$ cat src/rtl/risc16_seq_pkg.sv
// Shared types and constants for the RISC16 phase sequencer.
// Optional single-step support is selected with RISC16_SEQ_STEP_EN.
package risc16_seq_pkg;

   typedef enum logic [2:0] {
      S_IDLE,
      S_T1,
      S_T2,
      S_T3,
      S_T4,
      S_T5,
      S_HALT
   } state_t;

   localparam logic [4:0] TICK_T1   = 5'b10000;
   localparam logic [4:0] TICK_T2   = 5'b01000;
   localparam logic [4:0] TICK_T3   = 5'b00100;
   localparam logic [4:0] TICK_T4   = 5'b00010;
   localparam logic [4:0] TICK_T5   = 5'b00001;
   localparam logic [4:0] TICK_NONE = 5'b00000;

   localparam logic [3:0] HALT_OPCODE_DEF = 4'hF;
   localparam logic [3:0] PHASE_HALT      = 4'hF;

endpackage

$ cat src/rtl/risc16_step_gate.sv
// Single-step gate: one advance pulse per 0->1 transition of step_req.
// Only instantiated when RISC16_SEQ_STEP_EN is defined.
module risc16_step_gate (
   input  logic clk,
   input  logic rst_n,
   input  logic enable,
   input  logic step_mode,
   input  logic step_req,
   output logic advance
);

   logic step_q;

   // History freezes with enable so a held request never re-triggers.
   always_ff @(posedge clk or negedge rst_n) begin
      if (!rst_n) begin
         step_q <= 1'b0;
      end else if (enable) begin
         step_q <= step_req;
      end
   end

   assign advance = !step_mode || (step_req && !step_q);

endmodule

$ cat src/rtl/risc16_sequencer.sv
// RISC16 five-phase instruction sequencer (IDLE, T1..T5, HALT).
// Define RISC16_SEQ_STEP_EN to add step_mode/step_req single-stepping.
module risc16_sequencer
   import risc16_seq_pkg::*;
#(
   parameter logic [3:0]  HALT_OPCODE = HALT_OPCODE_DEF,
   parameter int unsigned CNT_W       = 16
) (
   input  logic             clk,
   input  logic             rst_n,
   input  logic             enable,
   input  logic             instr_valid,
   input  logic [15:0]      instr_in,
   output logic             instr_ready,
   output logic [15:0]      instr_out,
   output logic [4:0]       tick,
   output logic [3:0]       phase_num,
   output logic             busy,
   output logic             halted,
   input  logic             halt_clr,
`ifdef RISC16_SEQ_STEP_EN
   input  logic             step_mode,
   input  logic             step_req,
`endif
   output logic [CNT_W-1:0] instr_count
);

   state_t state;
   logic   advance;
   logic   accept;

`ifdef RISC16_SEQ_STEP_EN
   risc16_step_gate u_step_gate (
      .clk       (clk),
      .rst_n     (rst_n),
      .enable    (enable),
      .step_mode (step_mode),
      .step_req  (step_req),
      .advance   (advance)
   );
`else
   assign advance = 1'b1;
`endif

   // rst_n gates ready so it stays low for the whole reset window.
   assign instr_ready = (state == S_IDLE) && enable && rst_n;
   assign accept      = instr_valid && instr_ready;

   always_ff @(posedge clk or negedge rst_n) begin
      if (!rst_n) begin
         state       <= S_IDLE;
         instr_out   <= 16'h0000;
         instr_count <= '0;
      end else if (enable) begin
         unique case (state)
            S_IDLE: begin
               if (accept) begin
                  instr_out <= instr_in;
                  state     <= S_T1;
               end
            end
            S_T1: if (advance) state <= S_T2;
            S_T2: if (advance) state <= S_T3;
            S_T3: if (advance) state <= S_T4;
            S_T4: if (advance) state <= S_T5;
            S_T5: begin
               if (advance) begin
                  instr_count <= instr_count + CNT_W'(1);
                  if (instr_out[15:12] == HALT_OPCODE)
                     state <= S_HALT;
                  else
                     state <= S_IDLE;
               end
            end
            S_HALT: if (halt_clr) state <= S_IDLE;
            default: state <= S_IDLE;
         endcase
      end
   end

   always_comb begin
      tick      = TICK_NONE;
      phase_num = 4'd0;
      busy      = 1'b0;
      halted    = 1'b0;
      unique case (state)
         S_IDLE: ;
         S_T1: begin
            tick      = TICK_T1;
            phase_num = 4'd1;
            busy      = 1'b1;
         end
         S_T2: begin
            tick      = TICK_T2;
            phase_num = 4'd2;
            busy      = 1'b1;
         end
         S_T3: begin
            tick      = TICK_T3;
            phase_num = 4'd3;
            busy      = 1'b1;
         end
         S_T4: begin
            tick      = TICK_T4;
            phase_num = 4'd4;
            busy      = 1'b1;
         end
         S_T5: begin
            tick      = TICK_T5;
            phase_num = 4'd5;
            busy      = 1'b1;
         end
         S_HALT: begin
            phase_num = PHASE_HALT;
            halted    = 1'b1;
         end
         default: ;
      endcase
   end

endmodule

$ cat config.mk
export PLATFORM = sky130hd
export DESIGN_NAME = risc16_sequencer
export DESIGN_NICKNAME = d
export VERILOG_FILES = /design/src/rtl/risc16_seq_pkg.sv /design/src/rtl/risc16_step_gate.sv /design/src/rtl/risc16_sequencer.sv
export SDC_FILE = /design/constraint.sdc
export NUM_CORES = 1
export LEC_CHECK = 0
export ABC_AREA = 1
export CORE_ASPECT_RATIO = 0.75
export CORE_UTILIZATION = 47
export CTS_BUF_LIST = sky130_fd_sc_hd__clkbuf_8
export DETAILED_ROUTE_END_ITERATION = 6
export PLACE_DENSITY = 0.82
export REMOVE_ABC_BUFFERS = 1
export SYNTH_ARGS = -nofsm -noshare
export SYNTH_HDL_FRONTEND = slang
export SYNTH_SLANG_ARGS = --single-unit
$ cat constraint.sdc
create_clock -name clk -period 1.64 [get_ports clk]
set_input_delay 0.328 -clock clk [delete_from_list [all_inputs] [get_ports clk]]
set_output_delay 0.328 -clock clk [all_outputs]
set_load 0.05 [all_outputs]
==> results of run 1 <==
power by group through the flow:
stage                     registers (mW)  logic [mW]  clock network, mW
after floorplan                     2.15        1.01                  0
after global placement              1.39        3.13                  0
after detailed placement            1.40        3.18                  0
after global routing                1.44        3.65              0.741
after CTS                           1.39        3.27              0.681
final                               1.41        3.47              0.676
registers in the layout, summed over array words and instances (netlist names):
signal and cells:
instr_count 16, instr_out 16, state 3
through the flow:
step | std cells | hold slack, ps | worst slack (ps) | setup TNS (ps) | power [mW]
after floorplan | 235 | 32.4 | -836 | -2960 | 3.17
after global placement | 366 | 436 | 26.0 | 0 | 4.51
after detailed placement | 366 | 439 | 9.30 | 0 | 4.58
after CTS | 377 | 121 | -43.9 | -43.9 | 5.34
after global routing | 380 | 140 | -75.3 | -359 | 5.82
final | 380 | 107 | -16.2 | -26.5 | 5.55
metal layers:
layer  vias up  share of wire (%)  track usage (%)
li1        926                  -                -
met1       839                 44             33.5
met2        78                 47             38.1
met3         8                7.7             7.60
met4         0                1.8             11.1
met5         -                  0                0
cell type report:
type | instances | share of cell area [%]
Sequential cell | 35 | 28.3
Clock inverter | 2 | 0.523
Tap cell | 52 | 2.09
Timing Repair Buffer | 85 | 32.9
Multi-Input combinational cell | 174 | 30.2
Inverter | 26 | 3.38
Clock buffer | 6 | 2.65
worst min-delay path by stage:
stage | start | endpoint | cells past startpoint
4_1_cts | rst_n | instr_count[8] | 2
3_3_place_gp | rst_n | state[0] | 2
5_1_grt | rst_n | instr_out[12] | 2
6_report | rst_n | instr_count[13] | 2
3_5_place_dp | rst_n | instr_count[13] | 2
2_1_floorplan | rst_n | instr_count[0] | 0
timing repair:
item / 4_1_cts / 5_1_grt
setup endpoints to repair: 11 / 12
pin swaps: 1 / 4
resized for setup: 8 / 20
buffers inserted: 3 / 3
placed cells by master (no fill, tap or decap), types with 6 or more instances in the layout:
cell,instances
nand2_1,85
buf_4,35
dfrtp_1,32
buf_12,26
nand3_1,23
clkdlybuf4s50_1,19
inv_1,17
nor2_1,16
inv_2,8
nand2_2,8
nor2_4,7
clkbuf_8,6
kinds of logic (layout without fill, tap and decap cells):
group	after synthesis	after routing
xor+xnor	7	7
fa+ha+maj	1	1
simple gates	156	156
flops	35	35
buf+inv	33	119
compound gates	10	10
==> results.ini, run 1 <==
[run_status]
status = complete, but fails checks
violations = setup timing

[run]
drv_cap = 0

[synth]
synth-async-reset-ratio_pct = 100
synthDistinctLibCells = 25
synth_mux_area_share_pct = 0
yosys_most_used_dff = dfrtp_1
yosysTopAreaCellShare_pct = 45.9
synth_area_um2 = 1910
synth_top_family_by_area = simple AND/OR/NAND/NOR gates
synth-seq-cells = 35
synth_compound_area_share_pct = 2.82
synth.most_common_cell = nand2_1
yosys_warnings = 0
avgSynthCellArea_um2 = 7.88
synth.area.top_cells = dfrtp_1 46%, nand2_1 18%, nand3_1 6.3%, inv_1 3.7%, nor2_1 3.5%
syn_inst = 242
synthTopCellsByCount = 89 x nand2_1, 35 x dfrtp_1, 24 x nand3_1, 19 x inv_1, 18 x nor2_1
seq_area_frac_synth_pct = 45.9
yosys.area.top_type = dfrtp_1
synth_fa_ha_area_share_pct = 0.656
synthXorXnorAreaFrac_pct = 3.22
synthSimpleGateAreaFrac_pct = 39.4
synth_enable_flop_cells = 0

[critical_path]
cp.depth = 5
crit_chain = nand2_2, nor2_4, nor2_4, o21ai_2, buf_12
ff2ff_path_depth = 9
cp-start-kind = register
path_buf_inv = 1
cp_slowest_cell = dfrtp_2
critPathCapture = phase_num[0]
crit_required_ps = 1310
startpoint = state[1]
cp_top_family = flip-flops
cp_slowest_stage_delay_ps = 480
critical_path_class = register to output pin
r2r_setup_slack_ps = 180
crit_top_cell = nor2_4
worst-endpoint-arrival_ps = 1330
critPathMaxFanout = 6
rr_startpoint = state[1]
reg2reg_to = instr_count[11]
cp-end-kind = output pin

[floorplanning]
ioPinCount = 65
start_util_pct = 50.4
core_um2 = 3780
fp.dieH_um = 57.2
rows = 19
die_w_um = 75.6
dieArea_um2 = 4320

[place]
gp_congestion = 0.829
placed_area_um2 = 2880
portBuffers = 64
dp_hpwl_um = 3630

[global_routing]
grt_antenna_before_repair = 0
grt_max_degree = 36
grt_pass1_wl_um = 8080
grt_usage_pct = 25.2
grt_pass1_vias = 1777
grt_remaining_overflow = 0

[sta]
rsz0062_at_grt = yes
hold_violations = 0
finalCritPeriodShare_pct = 101
setup_viol = 5
clock.fmax_mhz = 604
finalMaxSlewViolations = 0
relSlewSlack_pct = 71.2
fin_skew_ps = 2.50
tightestPinTransition_ps = 432
period_needed_ps = 1660
setup_slack_ps = -16.2

[cells_and_area]
diodes = 0
fin_area_um2 = 3110
area_growth_pct = 63.3
drive_gt1_share_pct = 35.4
final_util_pct = 82.4
fillers = 228
final-seq-area_um2 = 880
multi_input_area_um2 = 941
fin_nets = 349

[pwr]
ir_worst_vdd_uv = 1410
p_int_mw = 2.82
p_clk_share_pct = 12.2
p_leak_nw = 1.55
powerDensity_nw_per_um2 = 1780
switching_share_pct = 49.1
combPwrFrac_pct = 62.5
p_sw_mw = 2.72
p_seq_share_pct = 25.3

[clocking]
clk_latency_ps = 290
cts.sinks = 35
clk_path_buf_depth = 2
cts.htree.levels = 2
cts_tree = built
cts-hold-fix-buffers = 0
cts_inserted_buffers = 5
path_clk_slew_ps = 70
cts-root-buf = clkbuf_8

[drt]
route.detailed.drc = 0
drt-vias-per-instance = 4.87
drt_first_pass_iters = 4
ant_nets = 0
wl_per_cell_um = 13.3
drtIter0Drc = 92
num_vias = 1851
drt-total-wl_um = 5060

[hold_path]
min_path_type = input port to async pin

Note: power is estimated with default switching activity, not from simulation.
==> inputs of run 2 (changes only) <==
- PLACE_DENSITY: 0.82 -> 0.9
==> results.ini, run 2 (synthesis gave the netlist of run 1 again) <==
[cells_and_area]
final_common_cell = nand2_1
area_growth_pct = 63.0
fin_nets = 344
diodes = 0
final_cell_mix = 86 x nand2_1, 31 x dfrtp_1, 31 x buf_4
reg_top3 = instr_count x16, instr_out x16, state x3
drive_gt1_share_pct = 35.0
fillers = 209

[sta]
relSlewSlack_pct = 70.7
period_needed_ps = 1660
rsz0062_at_grt = yes
hold_violations = 0
finalMaxSlewViolations = 0
fin_skew_ps = 2.80
finalCritPeriodShare_pct = 102
setup_viol = 2
tightestPinTransition_ps = 440
setup_slack_ps = -24.7
hold_ws_ps = 127
clock.fmax_mhz = 601

[drt]
drt-total-wl_um = 5600
drt-vias-per-instance = 5.24
drtIter0Drc = 224
wl_per_cell_um = 14.9
drt_first_pass_iters = 5
ant_nets = 0
num_vias = 1964
route.detailed.drc = 0

[clocking]
cts_tree = built
path_clk_slew_ps = 70
cts.htree.levels = 2
cts-root-buf = clkbuf_8
cts-hold-fix-buffers = 0
clk_latency_ps = 290
clk_path_buf_depth = 2
cts.sinks = 35
cts_inserted_buffers = 5

[place]
gp_congestion = 0.823
dp_hpwl_um = 3680
portBuffers = 64

[pwr]
p_leak_nw = 1.54
powerDensity_nw_per_um2 = 1850
power_mw = 5.75
ir_worst_vdd_uv = 1670

[critical_path]
r2r_setup_slack_ps = 80
cp.depth = 4
worst-endpoint-arrival_ps = 1340
path_buf_inv = 1
ff2ff_path_depth = 7
cp_top_family = flip-flops
rr_startpoint = instr_count[2]
startpoint = state[1]
cp-start-kind = register
crit_required_ps = 1310
reg2reg_to = instr_count[9]
cp-end-kind = output pin
cp_slowest_cell = dfrtp_2
critical_path_class = register to output pin
cp_slowest_stage_delay_ps = 490
critPathMaxFanout = 4
critPathCapture = instr_ready
crit_chain = nor2_4, nand2_4, nor2_8, buf_12

[floorplanning]
ioPinCount = 65
dieArea_um2 = 4320
core_um2 = 3780
rows = 19
start_util_pct = 50.4
fp.dieH_um = 57.2
die_w_um = 75.6

[global_routing]
grt_pass1_wl_um = 8400
grt_max_degree = 36
grt_usage_pct = 26.0
grt_antenna_before_repair = 0
grt_pass1_vias = 1900
grt_remaining_overflow = 0

[run_status]
status = complete, but fails checks
violations = setup timing

[run]
drv_cap = 0

[hold_path]
min_path_type = input port to async pin

run 2: worst min-delay path by stage:
stage / start / endpoint / slack, ps / depth (start not counted)
6_report: rst_n / instr_count[2] / 130 / 2
5_1_grt: rst_n / instr_count[2] / 170 / 2
4_1_cts: rst_n / instr_count[2] / 140 / 2
3_5_place_dp: rst_n / instr_count[2] / 440 / 2
3_3_place_gp: rst_n / instr_count[2] / 440 / 2
2_1_floorplan: rst_n / instr_count[0] / 30 / 0
run 2: cell type report:
| class | count | area [um2] | share of cell area [%] |
|---|---|---|---|
| clock inverter | 2 | 35.0 | 1.13 |
| inverter | 26 | 113 | 3.62 |
| sequential | 35 | 881 | 28.3 |
| tap | 52 | 65.1 | 2.09 |
| clock buffer | 6 | 82.6 | 2.66 |
| timing repair buffer | 80 | 991 | 31.9 |
| multi-input combinational | 174 | 941 | 30.3 |
run 2: stage by stage:
step | cell area, um2 | utilization [%] | worst slack [ps] | std cells | TNS, ps
6_report | 3110 | 82.2 | -24.7 | 375 | -29.0
5_1_grt | 3110 | 82.2 | -65.2 | 375 | -482
4_1_cts | 3020 | 79.8 | -18.6 | 371 | -18.6
3_5_place_dp | 2850 | 75.4 | -3.67 | 362 | -3.67
3_3_place_gp | 2850 | 75.4 | -3.91 | 362 | -3.91
2_1_floorplan | 1850 | - | -836 | 235 | -2960
run 2: where the power goes:
group / internal [mW] / switching [mW] / total [mW]
clock network: 0.492 / 0.316 / 0.807
logic: 1.34 / 2.16 / 3.51
registers: 1.13 / 0.304 / 1.44
run 2: routing by layer:
| layer | vias up | global-route usage (%) | wire length [um] |
|---|---|---|---|
| met2 | 111 | 43.6 | 2900 |
| met4 | 0 | 8.20 | 97 |
| li1 | 909 | - | - |
| met3 | 11 | 4.95 | 399 |
| met1 | 933 | 34.1 | 2200 |
| met5 | - | 0 | 0 |
run 2: timing repair:
item / in CTS / in global routing
gates resized for setup: 13 / 17
pin swaps: 0 / 3
endpoints found under the setup margin: 11 / 12
setup buffers: 1 / 4
==> inputs of run 3 (changes only) <==
- SKIP_LAST_GASP: not set -> 1
==> results.ini, run 3 (synthesis gave the netlist of run 1 again) <==
[global_routing]
grt_max_degree = 36
grt_remaining_overflow = 0
grt_pass1_wl_um = 8270
grt_usage_pct = 25.7
grt_antenna_before_repair = 0
grt_pass1_vias = 1902

[hold_path]
min_path_type = input port to async pin

[place]
placed_area_um2 = 2850
gp_congestion = 0.823
pre_cts_slack_ps = -3.67
dp_hpwl_um = 3680
portBuffers = 64

[cells_and_area]
reg_top3 = instr_count x16, instr_out x16, state x3
fin_area_um2 = 3090
final_util_pct = 81.7
drive_gt1_share_pct = 34.9
final_cell_mix = 86 x nand2_1, 31 x dfrtp_1, 29 x buf_4
area_growth_pct = 61.9
fin_nets = 342
diodes = 0
final_common_cell = nand2_1

[run]
drv_cap = 0

[critical_path]
critPathMaxFanout = 5
worst-endpoint-arrival_ps = 1340
critical_path_class = register to output pin
cp-start-kind = register
crit_required_ps = 1310
cp-end-kind = output pin

[pwr]
power_mw = 5.68
powerDensity_nw_per_um2 = 1840
ir_worst_vdd_uv = 1640
p_leak_nw = 1.53

[drt]
drtIter0Drc = 144
ant_nets = 0
num_vias = 1927
route.detailed.drc = 0
drt-total-wl_um = 5440
drt_first_pass_iters = 4
wl_per_cell_um = 14.6
drt-vias-per-instance = 5.17

[floorplanning]
rows = 19
ioPinCount = 65
die_w_um = 75.6
start_util_pct = 50.4
dieArea_um2 = 4320
core_um2 = 3780
fp.dieH_um = 57.2

[clocking]
cts.sinks = 35
cts.htree.levels = 2
clk_path_buf_depth = 2
cts-hold-fix-buffers = 0
cts_inserted_buffers = 5
clk_latency_ps = 290
cts-root-buf = clkbuf_8
path_clk_slew_ps = 70
cts_tree = built

[sta]
setup_slack_ps = -31.2
hold_violations = 0
fin_skew_ps = 4.96
relSlewSlack_pct = 71.1
fin_setup_tns_ps = -101
period_needed_ps = 1670
rsz0062_at_grt = yes
tightestPinTransition_ps = 434
setup_viol = 4
finalMaxSlewViolations = 0
finalCritPeriodShare_pct = 102
clock.fmax_mhz = 598

[run_status]
status = complete, but fails checks
violations = setup timing

## run 3: changes by cell type in the layout (fill, tap and decap cells not counted), sizes merged
cell,before,now
buf,61,59
## run 3: worst max-delay path, stage by stage (launching register included)
cell and delay, ps:
dfrtp_2 480, nand2_2 100, nor2_4 170, nor2_4 70, nand2_1 100, buf_12 140
## run 3: worst paths after layout
path | start | end | slack (ps) | cells after the start
min | rst_n | instr_count[0] | 130 | 2
min in group clk | instr_out[11] | instr_out[11] | 490 | 2
min reg2reg | instr_out[11] | instr_out[11] | 490 | 2
max reg2reg | instr_count[2] | instr_count[9] | 80 | 7
max | state[0] | phase_num[2] | -30 | 5
max in group asynchronous | rst_n | state[2] | 1180 | 2
## run 3: area by class of cell
type	instances	area [um2]
clock buffer	6	82.6
clock inverter	2	35.0
fill	215	692
inverter	26	110
multi-input combinational	174	938
sequential	35	881
tap	52	65.1
timing repair buffer	78	976
## run 3: repair_timing
action,in CTS,in global routing
resized for setup,12,17
setup endpoints to repair,11,12
setup buffers,1,2
pin swaps,0,2
## run 3: power breakdown
group / total [mW] / leakage, nW / switching, mW / internal [mW]
logic: 3.44 / 1.02 / 2.11 / 1.32
registers: 1.43 / 0.450 / 0.301 / 1.13
clock network: 0.813 / 0.0612 / 0.321 / 0.492
## run 3: per-stage QoR
stage | hold WS, ps | cells
3_3_place_gp | 442 | 362
6_report | 132 | 373
3_5_place_dp | 443 | 362
5_1_grt | 166 | 373
2_1_floorplan | 32.4 | 235
4_1_cts | 136 | 371
## run 3: routing by layer
layer  vias up  wire [um]  track usage [%]
met5         -          0                0
met4         0        157             10.1
met3        19        317             5.30
met2        89       2730             42.1
met1       915       2230             33.3
li1        904          -                -
